**config.mk**
```make
export PLATFORM = sky130hd
export DESIGN_NAME = fpu_mc_issue_flat
export DESIGN_NICKNAME = d
export VERILOG_FILES = /design/src/rtl/fpu_mc_issue_if.sv /design/src/rtl/fpu_mc_issue.sv /design/src/flat_wrapper.sv
export SDC_FILE = /design/constraint.sdc
export NUM_CORES = 1
export LEC_CHECK = 0
export ABC_AREA = 1
export CAP_MARGIN = 20
export CORE_UTILIZATION = 38
export DETAILED_ROUTE_END_ITERATION = 7
export MAX_ROUTING_LAYER = met4
export PLACE_DENSITY = 0.87
export SETUP_SLACK_MARGIN = 0.02
export SLEW_MARGIN = 20
export SYNTH_ARGS = -nofsm -noshare
export SYNTH_HDL_FRONTEND = slang
export SYNTH_SLANG_ARGS = --single-unit
```
**constraint.sdc**
```tcl
create_clock -name clk -period 4.3 [get_ports clk]
set_clock_uncertainty 0.05 [all_clocks]
set_input_delay 0.43 -clock clk [delete_from_list [all_inputs] [get_ports clk]]
set_output_delay 0.43 -clock clk [all_outputs]
set_load 0.005 [all_outputs]
```
**src/rtl/fpu_mc_issue_if.sv**
```systemverilog
// Bundle between fpu_mc_issue, the requesting core and the sqrt/divide units.
// master = the issue block; slave = everything that talks to it.
interface fpu_mc_issue_if #(
    parameter int RD_W = 6
);
    // Handshakes:
    //   issue: a request is taken on a rising edge where issue_valid=1 and busy=0.
    //     The requester holds issue_* stable until that edge.
    //   unit:  *_ready is a one-cycle start pulse.
    //     The unit samples its operands on the edge that ends that pulse.
    //     It later answers with a one-cycle *_valid pulse, with *_y alongside it.
    //   wb:    wb_en is a one-cycle strobe.
    //     wb_rd, wb_data and wb_err are meaningful only while wb_en=1.
    logic            issue_valid;
    logic [1:0]      issue_op;
    logic [31:0]     issue_a;
    logic [31:0]     issue_b;
    logic [RD_W-1:0] issue_rd;
    logic            busy;
    logic [31:0]     sqrt_x1;
    logic            sqrt_ready;
    logic [31:0]     sqrt_y;
    logic            sqrt_valid;
    logic [31:0]     div_x1;
    logic [31:0]     div_x2;
    logic            div_ready;
    logic [31:0]     div_y;
    logic            div_valid;
    logic            wb_en;
    logic [RD_W-1:0] wb_rd;
    logic [31:0]     wb_data;
    logic            wb_err;

    modport master (
        input  issue_valid, issue_op, issue_a, issue_b, issue_rd,
        input  sqrt_y, sqrt_valid, div_y, div_valid,
        output busy, sqrt_x1, sqrt_ready, div_x1, div_x2, div_ready,
        output wb_en, wb_rd, wb_data, wb_err
    );

    modport slave (
        output issue_valid, issue_op, issue_a, issue_b, issue_rd,
        output sqrt_y, sqrt_valid, div_y, div_valid,
        input  busy, sqrt_x1, sqrt_ready, div_x1, div_x2, div_ready,
        input  wb_en, wb_rd, wb_data, wb_err
    );
endinterface

```
**src/rtl/fpu_mc_issue.sv**
```systemverilog
// Single-op initiator for the multi-cycle sqrt/divide units with registered writeback.
// Optional WAIT-state abort is enabled by defining FPU_MC_TIMEOUT_EN.
module fpu_mc_issue #(
    parameter int TIMEOUT = 32,
    parameter int RD_W    = 6
) (
    input  logic              clk,
    input  logic              rst,
    fpu_mc_issue_if.master    bus,
    output logic [1:0]        state_dbg
);

    if (TIMEOUT < 4 || TIMEOUT > 255) begin : g_bad_timeout
        $error("fpu_mc_issue: TIMEOUT must be within 4..255");
    end

    typedef enum logic [1:0] {
        IDLE  = 2'd0,
        ISSUE = 2'd1,
        WAIT  = 2'd2
    } state_t;

    state_t          state_q, state_d;
    logic            div_sel_q, div_sel_d;
    logic [RD_W-1:0] rd_q, rd_d;
    logic [31:0]     sqrt_x1_q, sqrt_x1_d;
    logic [31:0]     div_x1_q, div_x1_d;
    logic [31:0]     div_x2_q, div_x2_d;
    logic            sqrt_ready_q, sqrt_ready_d;
    logic            div_ready_q, div_ready_d;
    logic            wb_en_q, wb_en_d;
    logic [RD_W-1:0] wb_rd_q, wb_rd_d;
    logic [31:0]     wb_data_q, wb_data_d;

    logic accept;
    logic sel_valid;
    logic timeout_hit;

    assign accept    = bus.issue_valid && (state_q == IDLE);
    // Only the unit that owns the in-flight op may complete it.
    assign sel_valid = div_sel_q ? bus.div_valid : bus.sqrt_valid;

`ifdef FPU_MC_TIMEOUT_EN
    logic [7:0] tmo_q;
    logic       wb_err_q, wb_err_d;

    assign timeout_hit = (state_q == WAIT) && (tmo_q == 8'(TIMEOUT - 1));

    always_ff @(posedge clk or posedge rst) begin
        if (rst) begin
            tmo_q    <= 8'd0;
            wb_err_q <= 1'b0;
        end else begin
            wb_err_q <= wb_err_d;
            if (state_q == ISSUE) begin
                tmo_q <= 8'd0;
            end else if (state_q == WAIT) begin
                tmo_q <= tmo_q + 8'd1;
            end
        end
    end

    assign bus.wb_err = wb_err_q;
`else
    assign timeout_hit = 1'b0;
    assign bus.wb_err  = 1'b0;
`endif

    always_ff @(posedge clk or posedge rst) begin
        if (rst) begin
            state_q <= IDLE;
        end else begin
            state_q <= state_d;
        end
    end

    always_comb begin
        state_d = state_q;
        unique case (state_q)
            IDLE:    if (accept && !bus.issue_op[1]) state_d = ISSUE;
            ISSUE:   state_d = WAIT;
            WAIT:    if (sel_valid || timeout_hit) state_d = IDLE;
            default: state_d = IDLE;
        endcase
    end

    always_comb begin
        div_sel_d    = div_sel_q;
        rd_d         = rd_q;
        sqrt_x1_d    = sqrt_x1_q;
        div_x1_d     = div_x1_q;
        div_x2_d     = div_x2_q;
        sqrt_ready_d = 1'b0;
        div_ready_d  = 1'b0;
        wb_en_d      = 1'b0;
        wb_rd_d      = wb_rd_q;
        wb_data_d    = wb_data_q;
`ifdef FPU_MC_TIMEOUT_EN
        wb_err_d     = wb_err_q;
`endif
        unique case (state_q)
            IDLE: begin
                if (accept) begin
                    div_sel_d = bus.issue_op[0];
                    rd_d      = bus.issue_rd;
                    if (bus.issue_op == 2'd0) begin
                        sqrt_x1_d    = bus.issue_a;
                        sqrt_ready_d = 1'b1;
                    end else if (bus.issue_op == 2'd1) begin
                        div_x1_d    = bus.issue_a;
                        div_x2_d    = bus.issue_b;
                        div_ready_d = 1'b1;
                    end else begin
                        // Moves never touch a unit; write back straight away.
                        wb_en_d   = 1'b1;
                        wb_rd_d   = bus.issue_rd;
                        wb_data_d = bus.issue_a;
`ifdef FPU_MC_TIMEOUT_EN
                        wb_err_d  = 1'b0;
`endif
                    end
                end
            end
            WAIT: begin
                if (sel_valid) begin
                    wb_en_d   = 1'b1;
                    wb_rd_d   = rd_q;
                    wb_data_d = div_sel_q ? bus.div_y : bus.sqrt_y;
`ifdef FPU_MC_TIMEOUT_EN
                    wb_err_d  = 1'b0;
`endif
                end else if (timeout_hit) begin
                    wb_en_d   = 1'b1;
                    wb_rd_d   = rd_q;
                    wb_data_d = 32'h7FC0_0000;
`ifdef FPU_MC_TIMEOUT_EN
                    wb_err_d  = 1'b1;
`endif
                end
            end
            default: ;
        endcase
    end

    always_ff @(posedge clk or posedge rst) begin
        if (rst) begin
            div_sel_q    <= 1'b0;
            rd_q         <= '0;
            sqrt_x1_q    <= 32'd0;
            div_x1_q     <= 32'd0;
            div_x2_q     <= 32'd0;
            sqrt_ready_q <= 1'b0;
            div_ready_q  <= 1'b0;
            wb_en_q      <= 1'b0;
            wb_rd_q      <= '0;
            wb_data_q    <= 32'd0;
        end else begin
            div_sel_q    <= div_sel_d;
            rd_q         <= rd_d;
            sqrt_x1_q    <= sqrt_x1_d;
            div_x1_q     <= div_x1_d;
            div_x2_q     <= div_x2_d;
            sqrt_ready_q <= sqrt_ready_d;
            div_ready_q  <= div_ready_d;
            wb_en_q      <= wb_en_d;
            wb_rd_q      <= wb_rd_d;
            wb_data_q    <= wb_data_d;
        end
    end

    assign bus.busy       = (state_q != IDLE);
    assign bus.sqrt_x1    = sqrt_x1_q;
    assign bus.sqrt_ready = sqrt_ready_q;
    assign bus.div_x1     = div_x1_q;
    assign bus.div_x2     = div_x2_q;
    assign bus.div_ready  = div_ready_q;
    assign bus.wb_en      = wb_en_q;
    assign bus.wb_rd      = wb_rd_q;
    assign bus.wb_data    = wb_data_q;
    assign state_dbg      = state_q;

endmodule
```
**src/flat_wrapper.sv**
```systemverilog
// flat-port wrapper written by rule: the top's interface ports become plain ports
module fpu_mc_issue_flat 
#(
    parameter int TIMEOUT = 32,
    parameter int RD_W    = 6
)
  (clk, rst, state_dbg, bus_issue_valid, bus_issue_op, bus_issue_a, bus_issue_b, bus_issue_rd, bus_sqrt_y, bus_sqrt_valid, bus_div_y, bus_div_valid, bus_busy, bus_sqrt_x1, bus_sqrt_ready, bus_div_x1, bus_div_x2, bus_div_ready, bus_wb_en, bus_wb_rd, bus_wb_data, bus_wb_err);
  fpu_mc_issue_if #(.RD_W(RD_W)) bus_i ();
  input  logic clk;
  input  logic rst;
  output logic [1:0] state_dbg;
  input wire logic [$bits(bus_i.issue_valid)-1:0] bus_issue_valid;
  input wire logic [$bits(bus_i.issue_op)-1:0] bus_issue_op;
  input wire logic [$bits(bus_i.issue_a)-1:0] bus_issue_a;
  input wire logic [$bits(bus_i.issue_b)-1:0] bus_issue_b;
  input wire logic [$bits(bus_i.issue_rd)-1:0] bus_issue_rd;
  input wire logic [$bits(bus_i.sqrt_y)-1:0] bus_sqrt_y;
  input wire logic [$bits(bus_i.sqrt_valid)-1:0] bus_sqrt_valid;
  input wire logic [$bits(bus_i.div_y)-1:0] bus_div_y;
  input wire logic [$bits(bus_i.div_valid)-1:0] bus_div_valid;
  output wire logic [$bits(bus_i.busy)-1:0] bus_busy;
  output wire logic [$bits(bus_i.sqrt_x1)-1:0] bus_sqrt_x1;
  output wire logic [$bits(bus_i.sqrt_ready)-1:0] bus_sqrt_ready;
  output wire logic [$bits(bus_i.div_x1)-1:0] bus_div_x1;
  output wire logic [$bits(bus_i.div_x2)-1:0] bus_div_x2;
  output wire logic [$bits(bus_i.div_ready)-1:0] bus_div_ready;
  output wire logic [$bits(bus_i.wb_en)-1:0] bus_wb_en;
  output wire logic [$bits(bus_i.wb_rd)-1:0] bus_wb_rd;
  output wire logic [$bits(bus_i.wb_data)-1:0] bus_wb_data;
  output wire logic [$bits(bus_i.wb_err)-1:0] bus_wb_err;
  assign bus_i.issue_valid = bus_issue_valid;
  assign bus_i.issue_op = bus_issue_op;
  assign bus_i.issue_a = bus_issue_a;
  assign bus_i.issue_b = bus_issue_b;
  assign bus_i.issue_rd = bus_issue_rd;
  assign bus_i.sqrt_y = bus_sqrt_y;
  assign bus_i.sqrt_valid = bus_sqrt_valid;
  assign bus_i.div_y = bus_div_y;
  assign bus_i.div_valid = bus_div_valid;
  assign bus_busy = bus_i.busy;
  assign bus_sqrt_x1 = bus_i.sqrt_x1;
  assign bus_sqrt_ready = bus_i.sqrt_ready;
  assign bus_div_x1 = bus_i.div_x1;
  assign bus_div_x2 = bus_i.div_x2;
  assign bus_div_ready = bus_i.div_ready;
  assign bus_wb_en = bus_i.wb_en;
  assign bus_wb_rd = bus_i.wb_rd;
  assign bus_wb_data = bus_i.wb_data;
  assign bus_wb_err = bus_i.wb_err;
  fpu_mc_issue #(.TIMEOUT(TIMEOUT), .RD_W(RD_W)) u_core (.clk(clk), .rst(rst), .bus(bus_i), .state_dbg(state_dbg));
endmodule
```
==> results <==
- By startpoint and endpoint, the worst setup path is classified as reg2reg.
- The flow ran to the end, and the final reports show no timing, DRC or antenna violations.
- The cell seen most often among critical-path stages is sky130_fd_sc_hd__nand2_1.
- In this run the static leakage power is 4.99 nW.
- Measured against its own limit, the worst slew margin works out to 44.4%.
- For this design the total switching power over the nets is 0.00200 W.
- For this run, design rule violations remaining after detail routing come to 0.
- The global-route met1 utilization is 28.0%.
- The post-synthesis net count is 955.
- Together, buffers and inverters on the worst path number 3.
- The sum of net half-perimeters after detailed placement is 13900 µm.
- The synthesized design contains 146 register bits.
- The area growth from synthesis to layout is 54.8%.
- TritonCTS built the clock tree.
- Setup violations remaining at the end of the flow were counted as 0.
- The multi-input combinational cells in the finished layout cover a total of 0.00235 mm².
- The final instance area is 0.00996 mm².
- Dividing the detail-routed via count by the number of cells gives 4.70.
- The final number of max-transition violations is 0.
- The initial core utilization is 38.8%.
- The area used by sequential logic in the layout is 0.00365 mm².
- For the final routed database, the setup TNS stands at 0 ns.
- The count of cell types in the netlist is 18.
- The internal power component is 0.00427 W.
- Ranked by instance count, the synthesized netlist is headed by sky130_fd_sc_hd__nand2_1, sky130_fd_sc_hd__dfrtp_1, sky130_fd_sc_hd__o21ai_0.
- The number of detailed-routing iterations run before antenna repair is 5.
- Yosys attributes the largest share of cell area to sky130_fd_sc_hd__dfrtp_1, sky130_fd_sc_hd__nand2_1, sky130_fd_sc_hd__o21ai_0.
- The floorplan step defined a core boundary enclosing 0.0166 mm².
- Setup repair after global routing left no endpoint under its margin.
- After synthesis, the share of flip-flops with an asynchronous set or reset is 100%.
- The filler-free cell count of the finished design is 1307.
- For this run, the number of Yosys warnings is 0.
- The number of global-route vias before repair is 6302.
- The final critical-path share of the clock period is 58.2%.
- In this run, the combinational gates consume 38.9% of the power.
- For this run, the top clock speed supported by timing is 400 MHz.
- The capturing element of the worst setup path is u_core.bus.wb_data[13].
- The critical path runs through a total of 8 cells.
- The capture point of the worst reg-to-reg path is u_core.bus.wb_data[13].
- The proportion of power drawn by flip-flops and latches is 36.0%.
- The largest single stage delay on the critical path is 0.60 ns.
- The largest individual stage delay along the critical path comes from the cell sky130_fd_sc_hd__nand2_2.
- The violation count after the first detailed-route iteration is 371.
- In this run the power density over the cells is 630 mW/mm².
- Net switching is 31.9% of the power.
- The hold buffer count at cts is 0.
- The final route contains 6144 vias.
- In this run the biggest area consumer among cell types represents 56.8% of the synthesized area.
- The fraction of final layout cells sized beyond drive strength 1 is 4.51%.
- The clock sink count is 146.
- The total count of hold-check failures in the final report is 0.
- Across the run, the number of max-cap violations was 0.
- The longest clock path from root to sink contains 2 buffers.
- STA puts the critical path data required time at 4.54 ns.
- Summing all placed instances gives a cell area of 0.00933 mm².
- For flop-to-flop paths, the worst setup slack is 1.80 ns.
- The overall track demand over capacity in global routing is 24.5%.
- The final routed wirelength across all metal layers is 19900 µm.
- Summed over all instances, the cell type with the most area after synthesis is sky130_fd_sc_hd__dfrtp_1.
- For the worst setup path, the data arrival time is 2.75 ns.
- The per-instance average area after synthesis is 7.90 µm².
- At the pin with the least slew margin, the transition time is 0.831 ns.
- The clock-pin slew reported for the worst setup and hold paths after clock tree synthesis is 0.07 ns.
- The global-route met3 utilization is 6.19%.
- Synthesis produced a netlist whose cell count is 814.
- Walking the worst path, the cells encountered are inv_1 > nor2_4 > buf_4 > nand2_1 > buf_4 > nand2_2 > nand2_1 > nand2_1.
- During I/O placement, the number of pins put on the boundary was 282.
- The type of element launching the critical path is a flip-flop.
- The initialized floorplan defines 47 standard-cell rows.
- The number of CTS-inserted buffers is 17.
- The path class of the tightest hold or removal check is in2async.
- The worst IR drop on VDD is 283 µV.
- In this run, placement finished with an instance count of 1275.
- Per report_power, the clock group accounts for 25.1% of the total.
- The number of antenna violations at the first check in global routing came to 0.
- The tree is rooted in a sky130_fd_sc_hd__clkbuf_16.
- The critical path endpoint category is a flip-flop.
- For this run, global-route usage on met2 was measured as 41.7%.
- The total grt overflow is 0.
- The critical path starts at u_core.state_dbg[1].
- The number of flops mapped to enable cells by yosys is 0.
- The H-tree depth is 4.
- The number of antenna diodes in the final layout is 0.
- The number of instances resized during post-cts repair is 0.
- After detailed routing, the average wire length per cell comes to 15.3 µm.
- Of all nets on the critical path, the largest fanout is 39.
- Fill cells in the final layout number 1406.
- The dominant synthesized flop cell is sky130_fd_sc_hd__dfrtp_1.
- Counting cells, the worst reg-to-reg path comes to 8.
- sky130_fd_sc_hd__nand2_1 is the most common cell in the netlist.
- The worst register-to-register path begins at u_core.state_dbg[1].
- The buffers inserted during post-CTS setup optimization is 0.
- The post-route antenna net violation count is 0.
- The global routing's busiest layer is met2.
- The number of nets at the end of the flow is 1215.
- The congestion estimate from routability-driven global placement came to 0.834.
- The total die area is 0.0175 mm².
- Buffers placed on the I/O ports in this run total 280.
- The height of the die is 132 µm.
- The area of the mapped netlist is 0.00643 mm².
- The later pin in the worst-skew pair is clocked with a latency of 0.41 ns.
- The category of cells accounting for the largest share of critical-path delay is simple AND/OR/NAND/NOR gates.
- The shortest period the worst path allows is 2.50 ns.
- The largest net degree at the start of global routing is 77.
- From left edge to right edge, the die measures 132 µm.
- The global-route wire length before repair is 32100 µm.
- The post-synthesis sequential area ratio is 56.8%.
==> power groups by stage <==
stage / sequential (W) / clock (W) / combinational (W)
floorplan: 0.00227 / 0 / 0.000909
global placement: 0.00224 / 0 / 0.00239
detailed placement: 0.00226 / 0 / 0.00246
CTS: 0.00225 / 0.00161 / 0.00247
global route: 0.00231 / 0.00167 / 0.00269
finish: 0.00225 / 0.00158 / 0.00244
==> area by class of cell <==
type                    instances  share of cell area, %
clock buffers                  20                   4.48
clock inverters                12                   1.81
inverters                      47                   1.83
multi-input cells             574                   23.6
flip-flops and latches        146                   36.7
well taps                     220                   2.76
repair buffers                288                   28.9
==> state kept, by name, summed over array words and instances (netlist names) <==
signal / cells
u_core.bus.wb_rd: 6
u_core.state_dbg: 2
u_core.bus.div_x1: 32
u_core.rd_q: 6
u_core.bus.div_ready: 1
u_core.bus.sqrt_x1: 32
u_core.div_sel_q: 1
u_core.bus.sqrt_ready: 1
u_core.bus.wb_data: 32
u_core.bus.div_x2: 32
u_core.bus.wb_en: 1
==> cells in the final DEF, fill, tap and decap left out, types with 2 or more instances in the layout <==
| cell type | Yosys | layout |
|---|---|---|
| sky130_fd_sc_hd__clkbuf_16 | 0 | 17 |
| sky130_fd_sc_hd__clkinv_4 | 0 | 3 |
| sky130_fd_sc_hd__nand3_1 | 39 | 38 |
| sky130_fd_sc_hd__bufinv_16 | 0 | 4 |
| sky130_fd_sc_hd__clkinv_2 | 0 | 2 |
| sky130_fd_sc_hd__inv_2 | 2 | 2 |
| sky130_fd_sc_hd__nor2_4 | 2 | 2 |
| sky130_fd_sc_hd__o21ai_0 | 45 | 45 |
| sky130_fd_sc_hd__nand2_4 | 2 | 3 |
| sky130_fd_sc_hd__dfrtp_1 | 146 | 146 |
| sky130_fd_sc_hd__clkdlybuf4s50_1 | 0 | 280 |
| sky130_fd_sc_hd__o21ai_1 | 33 | 33 |
| sky130_fd_sc_hd__nor2_1 | 3 | 3 |
| sky130_fd_sc_hd__nand2_1 | 448 | 447 |
| sky130_fd_sc_hd__clkinvlp_4 | 0 | 3 |
| sky130_fd_sc_hd__inv_1 | 44 | 43 |
| sky130_fd_sc_hd__clkbuf_1 | 13 | 2 |
| sky130_fd_sc_hd__buf_4 | 10 | 7 |
==> per-stage QoR <==
step	worst slack, ns	utilization [%]	hold slack (ns)	power (W)
6_report	1.80	60.1	0.406	0.00627
5_1_grt	1.59	60.1	0.444	0.00667
4_1_cts	1.78	60.1	0.407	0.00633
3_5_place_dp	1.76	56.3	0.414	0.00471
3_3_place_gp	1.85	56.2	0.411	0.00463
2_1_floorplan	1.99	-	0.403	0.00318
==> worst min path at each step <==
stage	startpoint	to	slack, ns	cells after the start
2_1_floorplan	u_core.rd_q[0]	u_core.rd_q[0]	0.40	2
3_3_place_gp	u_core.bus.div_x2[5]	u_core.bus.div_x2[5]	0.41	2
3_5_place_dp	u_core.bus.div_x2[9]	u_core.bus.div_x2[9]	0.41	2
4_1_cts	rst	u_core.bus.div_x1[9]	0.41	2
5_1_grt	rst	u_core.bus.div_x1[9]	0.44	2
6_report	rst	u_core.bus.div_x1[9]	0.41	2
==> metal layers <==
| metal | vias to the layer above | routed length (µm) |
|---|---|---|
| li1 | 3021 | - |
| met1 | 2856 | 8180 |
| met2 | 238 | 9990 |
| met3 | 29 | 1370 |
| met4 | 0 | 397 |
| met5 | - | 0 |
==> logic make-up (layout without fill, tap and decap cells) <==
group                  count (synthesis)  count (layout)  synth area share [%]
AOI/OAI and AO/OA                     78              78                  6.07
buffers and inverters                 94             367                  6.94
DFF                                  146             146                  56.8
other                                  1               1                0.0583
and+or+nand+nor                      495             495                  30.1
No activity file was read; power rests on OpenSTA's default activity.
